### config.mk
export PLATFORM = sky130hd
export DESIGN_NAME = wb_req_master
export DESIGN_NICKNAME = d
export VERILOG_FILES = /design/src/rtl/wb_pkg.sv /design/src/rtl/wb_tmo_cnt.sv /design/src/rtl/wb_req_master.sv
export SDC_FILE = /design/constraint.sdc
export NUM_CORES = 1
export LEC_CHECK = 0
export BUFFER_PORTS_ARGS = -buffer_cell sky130_fd_sc_hd__clkbuf_2
export CORE_MARGIN = 5
export CORE_UTILIZATION = 50
export CTS_CLUSTER_DIAMETER = 60
export CTS_CLUSTER_SIZE = 20
export DETAILED_ROUTE_END_ITERATION = 8
export HOLD_SLACK_MARGIN = 0.15
export PLACE_DENSITY = 0.73
export SETUP_SLACK_MARGIN = 0.05
export SLEW_MARGIN = 5
export SYNTH_ARGS = -nofsm -noshare
export SYNTH_HDL_FRONTEND = slang
export SYNTH_SLANG_ARGS = --single-unit
### constraint.sdc
create_clock -name clk_i -period 4.3 [get_ports clk_i]
set_input_delay 0.645 -clock clk_i [delete_from_list [all_inputs] [get_ports clk_i]]
set_output_delay 0.645 -clock clk_i [all_outputs]
set_load 0.02 [all_outputs]
### src/rtl/wb_pkg.sv
// wb_pkg: shared state type and default parameters for the Wishbone request master
package wb_pkg;
   localparam int AW_DEF  = 24;
   localparam int LW_DEF  = 8;
   localparam int TMO_DEF = 16;
   typedef enum logic [1:0] {IDLE, BUS, DONE, ERR} state_e;
endpackage

### src/rtl/wb_tmo_cnt.sv
// wb_tmo_cnt: per-beat ack timeout counter, expires on the TMO-th enabled cycle
module wb_tmo_cnt #(
   parameter int TMO = 16
) (
   input  logic clk_i,
   input  logic rst_i,
   input  logic clr_i,
   input  logic en_i,
   output logic exp_o
);
   localparam int CW = $clog2(TMO + 1);
   logic [CW-1:0] cnt_q, cnt_d;
   always_comb begin
      cnt_d = clr_i ? '0 : en_i ? cnt_q + 1'b1 : cnt_q;
      exp_o = en_i && (cnt_q == CW'(TMO - 1));
   end
   always_ff @(posedge clk_i or negedge rst_i)
      if (!rst_i) cnt_q <= '0;
      else cnt_q <= cnt_d;
endmodule

### src/rtl/wb_req_master.sv
// wb_req_master: issues a burst of single Wishbone beats with per-beat timeout and abort
module wb_req_master
   import wb_pkg::*;
#(
   parameter int AW  = AW_DEF,
   parameter int LW  = LW_DEF,
   parameter int TMO = TMO_DEF
) (
   input  logic          clk_i,
   input  logic          rst_i,
   input  logic          start_i,
   input  logic          we_i,
   input  logic [AW-1:0] adr_i,
   input  logic [LW-1:0] len_i,
   input  logic          abort_i,
   output logic          cyc_o,
   output logic          stb_o,
   output logic          we_o,
   output logic [AW-1:0] adr_o,
   input  logic          ack_i,
   output logic          busy_o,
   output logic          done_o,
   output logic          err_o,
   output logic [LW-1:0] beats_o
);
   state_e        state_q, state_d;
   logic [AW-1:0] adr_q, adr_d;
   logic [LW-1:0] len_q, len_d, beats_q, beats_d, beats_inc;
   logic          we_q, we_d, cyc_q, busy_q, done_q, err_q;
   logic          in_bus, tmo_exp;
   assign in_bus    = (state_q == BUS);
   assign beats_inc = beats_q + 1'b1;
   wb_tmo_cnt #(.TMO(TMO)) u_tmo (
      .clk_i (clk_i),
      .rst_i (rst_i),
      .clr_i (!in_bus || ack_i),
      .en_i  (in_bus && !ack_i),
      .exp_o (tmo_exp)
   );
   always_comb begin
      state_d = state_q;
      adr_d   = adr_q;
      we_d    = we_q;
      len_d   = len_q;
      beats_d = beats_q;
      case (state_q)
         IDLE: if (start_i) begin
            beats_d = '0;
            state_d = (len_i != '0) ? BUS : DONE;
            if (len_i != '0) begin
               adr_d = adr_i;
               we_d  = we_i;
               len_d = len_i;
            end
         end
         BUS: begin
            if (ack_i) begin
               beats_d = beats_inc;
               adr_d   = adr_q + 1'b1;
            end
            // abort outranks completion, which outranks timeout
            state_d = abort_i                       ? ERR  :
                      (ack_i && beats_inc == len_q) ? DONE :
                      tmo_exp                       ? ERR  : BUS;
         end
         default: state_d = IDLE;
      endcase
   end
   always_ff @(posedge clk_i or negedge rst_i)
      if (!rst_i) begin
         state_q <= IDLE;
         adr_q   <= '0;
         we_q    <= 1'b0;
         len_q   <= '0;
         beats_q <= '0;
         cyc_q   <= 1'b0;
         busy_q  <= 1'b0;
         done_q  <= 1'b0;
         err_q   <= 1'b0;
      end else begin
         state_q <= state_d;
         adr_q   <= adr_d;
         we_q    <= we_d;
         len_q   <= len_d;
         beats_q <= beats_d;
         cyc_q   <= (state_d == BUS);
         busy_q  <= (state_d != IDLE);
         done_q  <= (state_d == DONE);
         err_q   <= (state_d == ERR);
      end
   assign cyc_o   = cyc_q;
   assign stb_o   = cyc_q;
   assign we_o    = we_q;
   assign adr_o   = adr_q;
   assign busy_o  = busy_q;
   assign done_o  = done_q;
   assign err_o   = err_q;
   assign beats_o = beats_q;
endmodule
==> results of run 1 <==
[where the power goes]
part | internal (uW) | switching, uW
Combinational | 477 | 782
Clock | 132 | 159
Sequential | 678 | 248
[registers in the layout (all words and copies together), names as in the netlist]
name         flops
u_tmo.cnt_q      5
state_q          2
we_o             1
beats_o          8
err_o            1
done_o           1
cyc_o            1
busy_o           1
adr_o           24
len_q            8
[layer usage]
layer	routed length, um	part of all wire [%]	track usage [%]	up-vias
met3	432	5.6	3.69	8
met5	0	0	0	-
met2	3540	46	33.1	95
met1	3730	48	31.2	1375
met4	70	0.90	5.30	0
li1	-	-	-	1386
[worst min-delay path by stage]
stage,from,end,slack [ps],depth (start not counted)
floorplan,rst_i,adr_o[0],350,0
global placement,u_tmo.cnt_q[0],u_tmo.cnt_q[0],470,1
detailed placement,u_tmo.cnt_q[0],u_tmo.cnt_q[0],470,1
CTS,rst_i,beats_o[1],480,2
global route,rst_i,beats_o[7],520,2
finish,rst_i,u_tmo.cnt_q[2],440,2
[cell usage in the layout, fill, tap and decap left out, drive strengths merged, types with 4 or more instances in the layout]
| cell | synthesis | routed |
|---|---|---|
| clkbuf | 18 | 83 |
| nand2 | 53 | 53 |
| dfrtp | 52 | 52 |
| a21oi | 40 | 40 |
| o21ai | 30 | 30 |
| nand3 | 22 | 22 |
| nor2 | 17 | 17 |
| o22ai | 11 | 11 |
| inv | 8 | 8 |
| and3 | 8 | 8 |
| xnor2 | 7 | 7 |
| nor3 | 6 | 6 |
| o31ai | 6 | 6 |
| a2bb2oi | 6 | 6 |
| or4 | 4 | 4 |
| and4 | 4 | 4 |
| nand4 | 4 | 4 |
| and2 | 4 | 4 |
| ha | 4 | 4 |
| buf | 6 | 4 |
[metrics by stage]
stage               utilization [%]  power, uW  cell area [um2]
floorplan                         -       1810             2980
CTS                            59.3       2490             3470
global placement               57.8       2160             3380
detailed placement             57.8       2190             3380
finish                         59.3       2480             3470
global route                   59.3       2690             3470
[cell type report]
class	count	area share (%)
clock buffers	8	2.60
inverters	8	0.865
multi-input cells	264	44.6
flip-flops and latches	52	37.5
well taps	75	2.70
repair buffers	79	11.7
[logic make-up after synthesis]
| logic type | share of synthesized area (%) |
|---|---|
| simple gates | 21.3 |
| mux | 0.713 |
| buf+inv | 4.66 |
| flops | 43.6 |
| xor+xnor | 3.69 |
| compound gates | 24.3 |
| fa+ha+maj | 1.68 |
==> results.md, run 1 <==
- The first-pass GRT wire length is approximately 13 mm.
- The mapped cell area is just under 3000 um2.
- The fill cell instance count of the final layout is around 550.
- CTS placed an instance of sky130_fd_sc_hd__clkbuf_8 at the clock tree root.
- The proportion of layout cells with a drive suffix above 1 is 21.9%.
- The area growth from synthesis to final layout is 16.4%.
- Clock tree synthesis inserted a total of 5 buffers.
- The count of buffers added on input and output ports is 75.
- The number of standard cells in the layout, taps in and fillers out is between 400 and 500.
- The die boundary width is just under 90 um.
- The cell with the most instances after synthesis is sky130_fd_sc_hd__nand2_1.
- Counting cells, the worst reg-to-reg path comes to 6.
- The number of buffers between clock root and the deepest sink is 2.
- The max-cap violation count is 0.
- The synthesized netlist cell count is roughly 350.
- The summed negative setup slack over all endpoints is 0 ps.
- The number of global-route vias before repair is between 2000 and 3000.
- For the worst setup path, the data arrival time is about 2800 ps.
- The CTS tree is done.
- The classification of the worst-slack hold path is in2async.
- The setup violation total in the final timing report is 0.
- Setup repair after global routing left no endpoint under its margin.
- The half-perimeter wire length of the detailed placement result is roughly 5.5 mm.
- Buffers inserted to repair hold after CTS numbered 0.
- The final worst-path cycle share is slightly below 60%.
- In the routed layout, each cell is associated on average with a via count of approximately 5.9.
- For this design, the slowest cell found on the critical path is sky130_fd_sc_hd__dfrtp_1.
- The H-tree was split into 2 levels.
- The synthesized net count is 390.
- The required time of the critical path is 4530 ps.
- The beginning of the worst register-to-register path is beats_o[0].
- The worst flop-to-flop path endpoint is done_o.
- For this run the aggregate overflow at the end of global routing stands at 0.
- Sequential elements use between 40% and 50% of the synthesized area.
- The async set-or-reset flop fraction in the synthesized netlist is between 90% and 100%.
- In this run the remaining antenna-violating nets after routing total 0.
- The element type at the critical path start is a flip-flop.
- The worst setup path is captured at a flip-flop.
- Row generation in the floorplan step produced 28 rows.
- The ratio of total power to cell area is around 710 nW/um2.
- In this run, synthesis inferred 0 flip-flops with an integrated enable.
- The maximum fanout count along the critical path is 10.
- The cell family contributing the most delay on the critical path is simple AND/OR/NAND/NOR gates.
- The critical path class is reg2reg.
- The total count of max-transition violations in the final report is 0.
- For this run, the top clock speed supported by timing is about 400 MHz.
- The number of instances resized during post-cts repair is 0.
- The post-CTS setup repair buffer count is 0.
- Routability-driven placement finished with a final weighted congestion of 0.862.
- After detailed routing, the total wire length is between 7 and 8 mm.
- Timing analysis after detailed placement gives a worst setup slack of about 1600 ps.
- The launch point of the critical path is beats_o[0].
- Summed over all instances, the cell type with the most area after synthesis is sky130_fd_sc_hd__dfrtp_1.
- The top-level I/O count is 76.
- The analysis attributes to cell leakage a power of 0.00157 uW.
- The core area is 5850 um2.
- For the pin with the worst max-slew slack, the measured transition is about 1000 ps.
- Sorting the synthesized cells by area gives the leading types as sky130_fd_sc_hd__dfrtp_1 (44%), sky130_fd_sc_hd__a21oi_1 (6.7%), sky130_fd_sc_hd__nand2_1 (6.7%).
- The maximum vdd ir drop is roughly 0.40 mV.
- The highest cell delay on the worst timing path is between 500 and 600 ps.
- Dividing the detail-routed wire length by the instance count gives about 16 um.
- The final number of hold-violating endpoints is 0.
- The synthesized design devotes to its leading area cell type between 40% and 50% of total area.
- The initial antenna violation count is 0.
- Clock latency on the worst-skew pair, taken at its later pin, is around 310 ps.
- The number of logic stages on the critical path including buffering is 6.
- Summing all multi-input logic gate instances after layout gives around 1500 um2.
- The netlist uses 54 different library cells.
- The pin count of the biggest net entering global routing is 53.
- The sequential standard cell area is 1300 um2.
- Setup slack on the critical path of the routed design comes to approximately 1800 ps.
- For this run, the leading register cell type out of synthesis is sky130_fd_sc_hd__dfrtp_1.
- Sorting the synthesized cells by how often they occur yields sky130_fd_sc_hd__nand2_1 (53), sky130_fd_sc_hd__dfrtp_1 (52), sky130_fd_sc_hd__a21oi_1 (40), sky130_fd_sc_hd__o21ai_0 (29), sky130_fd_sc_hd__nand3_1 (22).
- The mean cell area of the mapped netlist is between 8 and 9 um2.
- The flow ran to the end, and the final reports show no timing, DRC or antenna violations.
- Walking the worst path, the cells encountered are ha_1 -> xnor3_1 -> nand4_1 -> a2111o_1 -> or4_1 -> o21ai_1.
- The shortest period the worst path allows is ~2500 ps.
- Measured against its own limit, the worst slew margin works out to 30.1%.
- The vertical die dimension is approximately 87 um.
- The number of remaining DRC errors is 0.
- The final layout contains between 400 and 500 nets.
- Counting tap cells, the placed design contains a total of around 480 instances.
- The setup skew after layout is between 8 and 9 ps.
- The area enclosed by the die boundary is 7610 um2.
- Counting both buffers and inverters, the worst setup path holds a total of 0.
- Counting flops and latches in the post-synthesis netlist gives 52.
- The clock net sink count is between 50 and 60.
- Clock-pin slew was measured on the worst setup and hold paths at 90 ps.
- In this run, the number of DRC markers left after iteration 0 of detailed routing was roughly 160.
- The number of antenna diodes in the final layout is 0.
- Across every metal layer, demand over resource in global routing totals 21.4%.
- The length of the first detailed-routing pass in iterations is 4.
- Yosys printed 0 warnings.
- Following the worst setup path forward leads to its endpoint at done_o.
- The effective utilization at floorplan is approximately half.
- Final hold analysis gives a worst-case slack of between 400 and 500 ps.
- The worst register-to-register path has a setup slack of around 1800 ps.
- Across all layers, the routed design uses 2864 vias.
Power figures use the tool's default switching activity.
==> run 2: changes to the inputs <==
--- a/config.mk
+++ b/config.mk
@@ -5,14 +5,15 @@
 export SDC_FILE = /design/constraint.sdc
 export NUM_CORES = 1
 export LEC_CHECK = 0
+export ABC_AREA = 1
 export BUFFER_PORTS_ARGS = -buffer_cell sky130_fd_sc_hd__clkbuf_2
 export CORE_MARGIN = 5
-export CORE_UTILIZATION = 50
+export CORE_UTILIZATION = 49
 export CTS_CLUSTER_DIAMETER = 60
 export CTS_CLUSTER_SIZE = 20
 export DETAILED_ROUTE_END_ITERATION = 8
 export HOLD_SLACK_MARGIN = 0.15
-export PLACE_DENSITY = 0.73
+export PLACE_DENSITY = 0.74
 export SETUP_SLACK_MARGIN = 0.05
 export SLEW_MARGIN = 5
 export SYNTH_ARGS = -nofsm -noshare
==> constraint.sdc (replaced) <==
create_clock -name clk_i -period 2.1 [get_ports clk_i]
set_input_delay 0.315 -clock clk_i [delete_from_list [all_inputs] [get_ports clk_i]]
set_output_delay 0.315 -clock clk_i [all_outputs]
set_load 0.02 [all_outputs]
==> results.md, run 2 <==
- Fill cells in the final layout number 600.
- The number of buffers added by the clock tree synthesis step is 5.
- In this run the vertical extent of the chip is between 90 and 100 um.
- The fraction of the mapped netlist area in adder cells is between 1.5 and 2%.
- The clock passes through at most 2 buffers.
- In this design, the stage delay of the slowest critical-path cell is roughly 460 ps.
- Static timing analysis puts the maximum clock frequency at 529 MHz.
- In the synthesized netlist the dominant register cell turns out to be sky130_fd_sc_hd__dfrtp_1.
- The worst slack at placement is roughly 200 ps.
- Across all setup checks in the final design, the least slack found is roughly 210 ps.
- The half-perimeter wire length of the detailed placement result is ~6.0 mm.
- The final antenna diode count is 0.
- The element type at the critical path start is a flip-flop.
- The critical path class is reg2reg.
- The leading area contributor after synthesis is sky130_fd_sc_hd__dfrtp_1.
- The cell with the most instances after synthesis is sky130_fd_sc_hd__nand2_1.
- The number of global-route vias before repair is ~3100.
- The clock transition at the registers of the reported paths is ~100 ps.
- Adding up every negative setup slack in the final design gives 0 ps.
- The leakage component of the power is ~0.0019 uW.
- The cell depth of the worst hold path is 3.
- The required time of the critical path is roughly 2300 ps.
- For the worst setup path, the data arrival time is 2090 ps.
- After floorplanning, the core was sized to cover approximately 6300 um2.
- Once layout is done, the placed cells without fillers occupy 3710 um2.
- In this run the remaining antenna-violating nets after routing total 0.
- The type of destination of the critical path is a flip-flop.
- In this run the clock root is driven by a sky130_fd_sc_hd__clkbuf_8.
- For this run, asynchronously set or reset flops after synthesis account for 100%.
- For this run, the number of Yosys warnings is 0.
- The final number of hold-violating endpoints is 0.
- Of the available clock period, the critical path in the final layout requires around nine tenths.
- In this run, synthesis produced a sequential element count of 52.
- Summing over every cut layer, the via total after detailed routing is approximately 3000.
- Compared with the post-synthesis result, the final layout area differs by 16.9%.
- By count the netlist is led by sky130_fd_sc_hd__nand2_1 (103), sky130_fd_sc_hd__dfrtp_1 (52), sky130_fd_sc_hd__inv_1 (48), sky130_fd_sc_hd__nor2_1 (47), sky130_fd_sc_hd__nand3_1 (34).
- The mean cell area of the mapped netlist is 7.35 um2.
- The area enclosed by the die boundary is between 8000 and 9000 um2.
- The tool flagged a number of max-cap violations equal to 0.
- The cell area after placement is 3600 um2.
- Power spread over the standard cell area amounts to ~1400 nW/um2.
- The signal on the critical path passes through ha_1 -> inv_1 -> nor2_1 -> nor2_1 -> nand3_1 -> nor2_1 -> nand3_1 -> nor2_2 -> nand2_1 -> nand2_1 -> nand2_1 -> nand2_2 -> nor2_1.
- The shortest period the worst path allows is between 1500 and 2000 ps.
- The final-stage net count is 550.
- The effective utilization at floorplan is 50.3%.
- The tree built by TritonCTS fans out to 52 sinks.
- The area share of xor/xnor cells in the synthesized design is under 10%.
- The die boundary width is ~91 um.
- In this run the worst path has a maximum fanout of 5.
- After synthesis, the largest family of logic cells by area is simple AND/OR/NAND/NOR gates.
- Routability-driven placement finished with a final weighted congestion of slightly below 0.9.
- The initial antenna violation count is 0.
- Among all stages on the critical path, the largest delay is contributed by sky130_fd_sc_hd__dfrtp_2.
- The depth of the worst register-to-register path is 13.
- The number of placed instances, taps included, is ~580.
- The fraction of the yosys area taken by sequential cells is 41.0%.
- The first global-routing pass estimated 13.8 mm of wire.
- The number of standard cells in the layout, taps in and fillers out is around 590.
- Between clock sinks in the finished design, the worst skew comes to 20.2 ps.
- The number of remaining DRC errors is 0.
- The number of H-tree branching levels is 2.
- The final layout contains routed wiring with a total length of roughly 8.1 mm.
- The synthesized netlist devotes 33.2% of its cell area to simple gates.
- The length of the first detailed-routing pass in iterations is 5.
- The setup violation total in the final timing report is 0.
- Setup repair after global routing left no endpoint under its margin.
- The library cells used most frequently in the layout, excluding fill and tap cells, are sky130_fd_sc_hd__nand2_1 (103), sky130_fd_sc_hd__clkbuf_2 (75), sky130_fd_sc_hd__dfrtp_1 (50).
- The top-level I/O count is 76.
- After detailed routing, the average wire length per cell comes to between 10 and 15 um.
- The number of flops mapped to enable cells by yosys is 0.
- At the later pin of the worst-skew pair, clock insertion delay measures around 320 ps.
- The port buffer count is 75.
- The worst pin sits at a relative slew slack of 62.2%.
- The total count of max-transition violations in the final report is 0.
- The unique cell type count in the Yosys netlist is 32.
- In this run the worst hold path is classified as in2reg.
- VDD sags by at most slightly above 0.7 mV.
- The share of synthesized area spent on multiplexers is 0%.
- The register with the most flip-flops in the layout has 24 of them.
- The mapped cell area is approximately 3200 um2.
- The total grt overflow is 0.
- The number of rows created at floorplan is 29.
- The via count normalized by instance count is between 5 and 6.
- The run finished with clean final reports.
- Ranked by total cell area, the synthesized netlist is headed by sky130_fd_sc_hd__dfrtp_1 (41%), sky130_fd_sc_hd__nand2_1 (12%), sky130_fd_sc_hd__inv_1 (5.7%).
- Entering global routing, the biggest net connects 39 pins.
- The cell repeated most along the worst path is sky130_fd_sc_hd__nor2_1.
- The leading cell type in the layout, fill and taps excluded is sky130_fd_sc_hd__nand2_1.
- The first routing iteration left between 150 and 200 violations.
- TritonCTS built the clock tree.
- Cells with a size suffix above 1 make up 24.6% of the layout.
- The actual slew at the worst max-slew pin is ~570 ps.
- The synthesized netlist cell count is 432.
- The share of the synthesized area in the top cell type is approximately two fifths.
- The synthesized net count is 474.
- The total global routing track utilization is between 10% and 20%.
- The synthesized-area fraction occupied by ao, oa, aoi and oai cells is 12.3%.
==> run 2: cell count changes in the layout (fill, tap and decap cells not counted), moves of 6 or more <==
| cell | previous run | this run |
|---|---|---|
| sky130_fd_sc_hd__a21oi_1 | 40 | 8 |
| sky130_fd_sc_hd__and3_1 | 8 | 0 |
| sky130_fd_sc_hd__inv_1 | 8 | 48 |
| sky130_fd_sc_hd__inv_2 | 0 | 8 |
| sky130_fd_sc_hd__nand2_1 | 53 | 103 |
| sky130_fd_sc_hd__nand2_2 | 0 | 8 |
| sky130_fd_sc_hd__nand3_1 | 22 | 34 |
| sky130_fd_sc_hd__nor2_1 | 17 | 47 |
| sky130_fd_sc_hd__nor2_4 | 0 | 6 |
| sky130_fd_sc_hd__o21ai_1 | 1 | 12 |
| sky130_fd_sc_hd__o31ai_1 | 6 | 0 |
| sky130_fd_sc_hd__xnor2_1 | 7 | 0 |
==> run 2: routing by layer <==
layer  up-vias  GRT usage, %  wire length, um
met5         -             0                0
met4         0          5.33              104
met3         9          4.50              464
met2        83          34.4             3980
met1      1403          25.0             3510
li1       1549             -                -
==> run 2: final timing paths <==
path	to	slack, ps	startpoint
worst max-delay path	cyc_o	210	beats_o[1]
worst min-delay path	we_o	200	we_i
worst max register to register	cyc_o	210	beats_o[1]
worst min register to register	u_tmo.cnt_q[0]	470	u_tmo.cnt_q[0]
max in group asynchronous	u_tmo.cnt_q[4]	1000	rst_i
min in group asynchronous	len_q[6]	520	rst_i
==> run 2: worst max-delay path, delay by kind of cell (launching register included) <==
kind,cells,cell delay (ps)
adders and majority gates,1,280
buffers and inverters,1,90
DFF,1,460
and+or+nand+nor,11,960
==> run 2: stage by stage <==
stage | util [%] | total power [uW] | hold WS [ps]
global placement | 57.0 | 4530 | 327
CTS | 58.5 | 5200 | 197
detailed placement | 57.0 | 4600 | 337
finish | 58.8 | 5190 | 203
global route | 58.8 | 5680 | 215
floorplan | - | 3860 | 19.4
==> run 2: timing repair <==
item                                    in CTS  in global routing
hold buffers                                 1                  0
hold endpoints to repair                    19                  0
endpoints found under the setup margin       0                 15
gates resized for setup                      0                  5
buffers inserted                             0                  1
==> run 2: cell families (layout without fill, tap and decap cells) <==
logic type | after synthesis | count (layout)
AO/OA/AOI/OAI | 71 | 71
AND/OR/NAND/NOR | 227 | 227
buffers and inverters | 70 | 147
flip-flops | 52 | 52
adder cells (fa/ha/maj) | 4 | 4
XOR/XNOR | 8 | 8
==> run 2: cell type report <==
| cell class | count | area (um2) | share of cell area, % |
|---|---|---|---|
| clock inverters | 1 | 8.76 | 0.236 |
| inverters | 57 | 216 | 5.83 |
| repair buffers | 82 | 443 | 11.9 |
| well taps | 77 | 96.3 | 2.60 |
| clock buffers | 7 | 76.3 | 2.06 |
| flip-flops and latches | 52 | 1300 | 35.1 |
| multi-input cells | 310 | 1570 | 42.2 |
==> run 2: report_power, final <==
group	switching, uW	total, uW	internal [uW]
Sequential	451	1870	1420
Combinational	1820	2730	914
Clock	346	586	239
==> run 3: changes to the inputs <==
--- a/config.mk
+++ b/config.mk
@@ -7,6 +7,7 @@
 export LEC_CHECK = 0
 export ABC_AREA = 1
 export BUFFER_PORTS_ARGS = -buffer_cell sky130_fd_sc_hd__clkbuf_2
+export CORE_ASPECT_RATIO = 0.6
 export CORE_MARGIN = 5
 export CORE_UTILIZATION = 49
 export CTS_CLUSTER_DIAMETER = 60
==> results.md, run 3 (synthesis results as in run 2) <==
- The arrival time of the worst setup path is around 2200 ps.
- The internal power of the cells totals ~2700 uW.
- The type of destination of the critical path is a flip-flop.
- The number of remaining DRC errors is 0.
- Clock-pin slew was measured on the worst setup and hold paths at around 100 ps.
- The final antenna diode count is 0.
- The routed design has around 8.5 mm of wire.
- The net count of the finished layout is 549.
- The half-perimeter wire length of the detailed placement result is approximately 6.5 mm.
- The max-cap violation count is 0.
- Entering global routing, the biggest net connects 53 pins.
- The total buffers and inverters traversed by the critical path is 1.
- In this design, the stage delay of the slowest critical-path cell is 470 ps.
- The number of global-route vias before repair is just under 3000.
- The die is approximately 110 um wide.
- For this design, the slowest cell found on the critical path is sky130_fd_sc_hd__dfrtp_2.
- The flip-flop count of the largest register after layout is 24.
- The final critical path takes up between 90% and 100% of the cycle.
- The library cells used most frequently in the layout, excluding fill and tap cells, are sky130_fd_sc_hd__nand2_1 (103), sky130_fd_sc_hd__clkbuf_2 (75), sky130_fd_sc_hd__dfrtp_1 (51).
- Measured against its own limit, the worst slew margin works out to between 50 and 60%.
- In this run the power density over the cells is about 1400 nW/um2.
- The core area is 6190 um2.
- In this run the worst hold path is classified as in2reg.
- The final number of hold-violating endpoints is 0.
- The run finished with clean final reports.
- In this run the number of H-tree levels came out at 2.
- The highest clock frequency the design can meet is approximately 510 MHz.
- Cells with a size suffix above 1 make up about a quarter of the layout.
- The post-detailed-route count of antenna-violating nets is 0.
- Of the total power, the share spent switching nets is around 50%.
- The share of total power in combinational logic is 51.7%.
- The initial antenna violation count came to 0.
- Between clock sinks in the finished design, the worst skew comes to between 6 and 7 ps.
- The clock net sink count is 52.
- The actual slew at the worst max-slew pin is 680 ps.
- Buffers inserted during clock tree synthesis total 5.
- The post-CTS setup repair buffer count is 0.
- The die covers between 8000 and 9000 um2.
- For the final routed database, the setup TNS stands at 0 ps.
- The power spent charging and discharging nets is 2700 uW.
- Setup violations remaining at the end of the flow were counted as 0.
- For this design the static power due to leakage is roughly 0.0019 uW.
- Global routing finished with a remaining overflow of 0.
- The via count normalized by instance count is between 5 and 6.
- The tree is rooted in a sky130_fd_sc_hd__clkbuf_8.
- IR analysis of the VDD net gives a maximum drop of approximately 0.69 mV.
- Measured on the finished design, the core utilization comes to approximately 60%.
- The element type at the critical path start is a flip-flop.
- The initial utilization of the core area, before any placement, comes to about 51%.
- 76 I/O pins were placed.
- The shortest period the worst path allows is slightly below 2000 ps.
- The required time of the critical path is around 2300 ps.
- The first TritonRoute pass finished after 5 iterations.
- Counting the fill cells in the layout gives 580.
- In the final routed layout, each cell accounts on average for 14.4 um.
- In this run, the clock network consumes 13.4% of the power.
- The port buffer count is 75.
- The floorplan has 22 rows.
- The total count of max-transition violations in the final report is 0.
- Leaving out fill and tap cells, the most frequent cell in the layout is sky130_fd_sc_hd__nand2_1.
- The share of power burned in registers is between 30% and 40%.
- The CTS tree is done.
- The routed layout has 3141 vias.
- Among cell families on the critical path, the largest total delay comes from simple AND/OR/NAND/NOR gates.
- The detailed router finished its first iteration with about 290 violations.
- At the end of routability-driven placement, the weighted congestion stood at between 0.9 and 1.
- Relative to the synthesized area, the layout overhead comes to 17.5%.
- Measured along the y axis, the die boundary spans approximately 72 um.
- The critical path class is reg2reg.
- The total global routing track utilization is a little over a fifth.
- Walking the worst path, the cells encountered are ha_1 -> inv_1 -> nor2_1 -> nor2_1 -> nand3_1 -> nor2_2 -> nand3_1 -> nor2_2 -> nand3b_1 -> a21oi_1 -> nand2_1.
- The first-pass GRT wire length is roughly 14 mm.
- The maximum fanout count along the critical path is 7.
- Setup repair after global routing could not meet its margin everywhere.
- At the later pin of the worst-skew pair, clock insertion delay measures around 310 ps.
- The number of buffers between clock root and the deepest sink is 2.
run 3: per-layer routing:
layer / share of wire [%] / up-vias / GRT usage, %
met5: 0 / - / 0
met4: 0.73 / 0 / 4.35
met3: 9.5 / 7 / 5.58
met2: 39 / 148 / 28.1
met1: 51 / 1431 / 34.5
li1: - / 1555 / -
run 3: worst min-delay path, cell delays in order:
cell and delay (ps):
sky130_fd_sc_hd__clkbuf_2 70, sky130_fd_sc_hd__nand2_1 40, sky130_fd_sc_hd__nand2_1 60
run 3: area by class of cell:
cell class	instances	area (um2)	area share [%]
Tap cell	84	105	2.82
Clock inverter	3	46.3	1.24
Timing Repair Buffer	81	423	11.3
Multi-Input combinational cell	310	1570	42.1
Sequential cell	52	1300	34.9
Inverter	57	216	5.80
Clock buffer	5	68.8	1.84
run 3: stage by stage:
step                      instance area, um2  total power [uW]  cells  setup slack [ps]  hold slack [ps]
final                                   3730              5370    592               122              205
after CTS                               3720              5350    592              98.1              199
after global placement                  3600              4550    583               187              449
after detailed placement                3600              4620    583               168              456
after global routing                    3730              5820    592              13.8              215
after floorplan                         3180              3860    432               345             19.4
run 3: worst paths after layout:
kind                                      from  depth (start not counted)  slack, ps        endpoint
worst min-delay path                      we_i                          3        200            we_o
min in group asynchronous                rst_i                          3        640        len_q[1]
worst max register to register      beats_o[0]                         11        120          busy_o
worst max-delay path                beats_o[0]                         11        120          busy_o
max in group asynchronous                rst_i                          3        990      beats_o[3]
worst min register to register  u_tmo.cnt_q[0]                          1        470  u_tmo.cnt_q[0]
run 3: power groups by stage:
stage / combinational [uW] / clock [uW] / sequential (uW)
floorplan: 1700 / 0 / 2160
global placement: 2680 / 0 / 1880
detailed placement: 2740 / 0 / 1890
CTS: 2750 / 733 / 1870
global route: 3100 / 772 / 1950
finish: 2780 / 719 / 1880
run 3: what timing repair did:
item / 4_1_cts / 5_1_grt
hold buffers: 1 / 0
endpoints found under the hold margin: 39 / 0
resized for setup: 0 / 5
endpoints found under the setup margin: 0 / 12
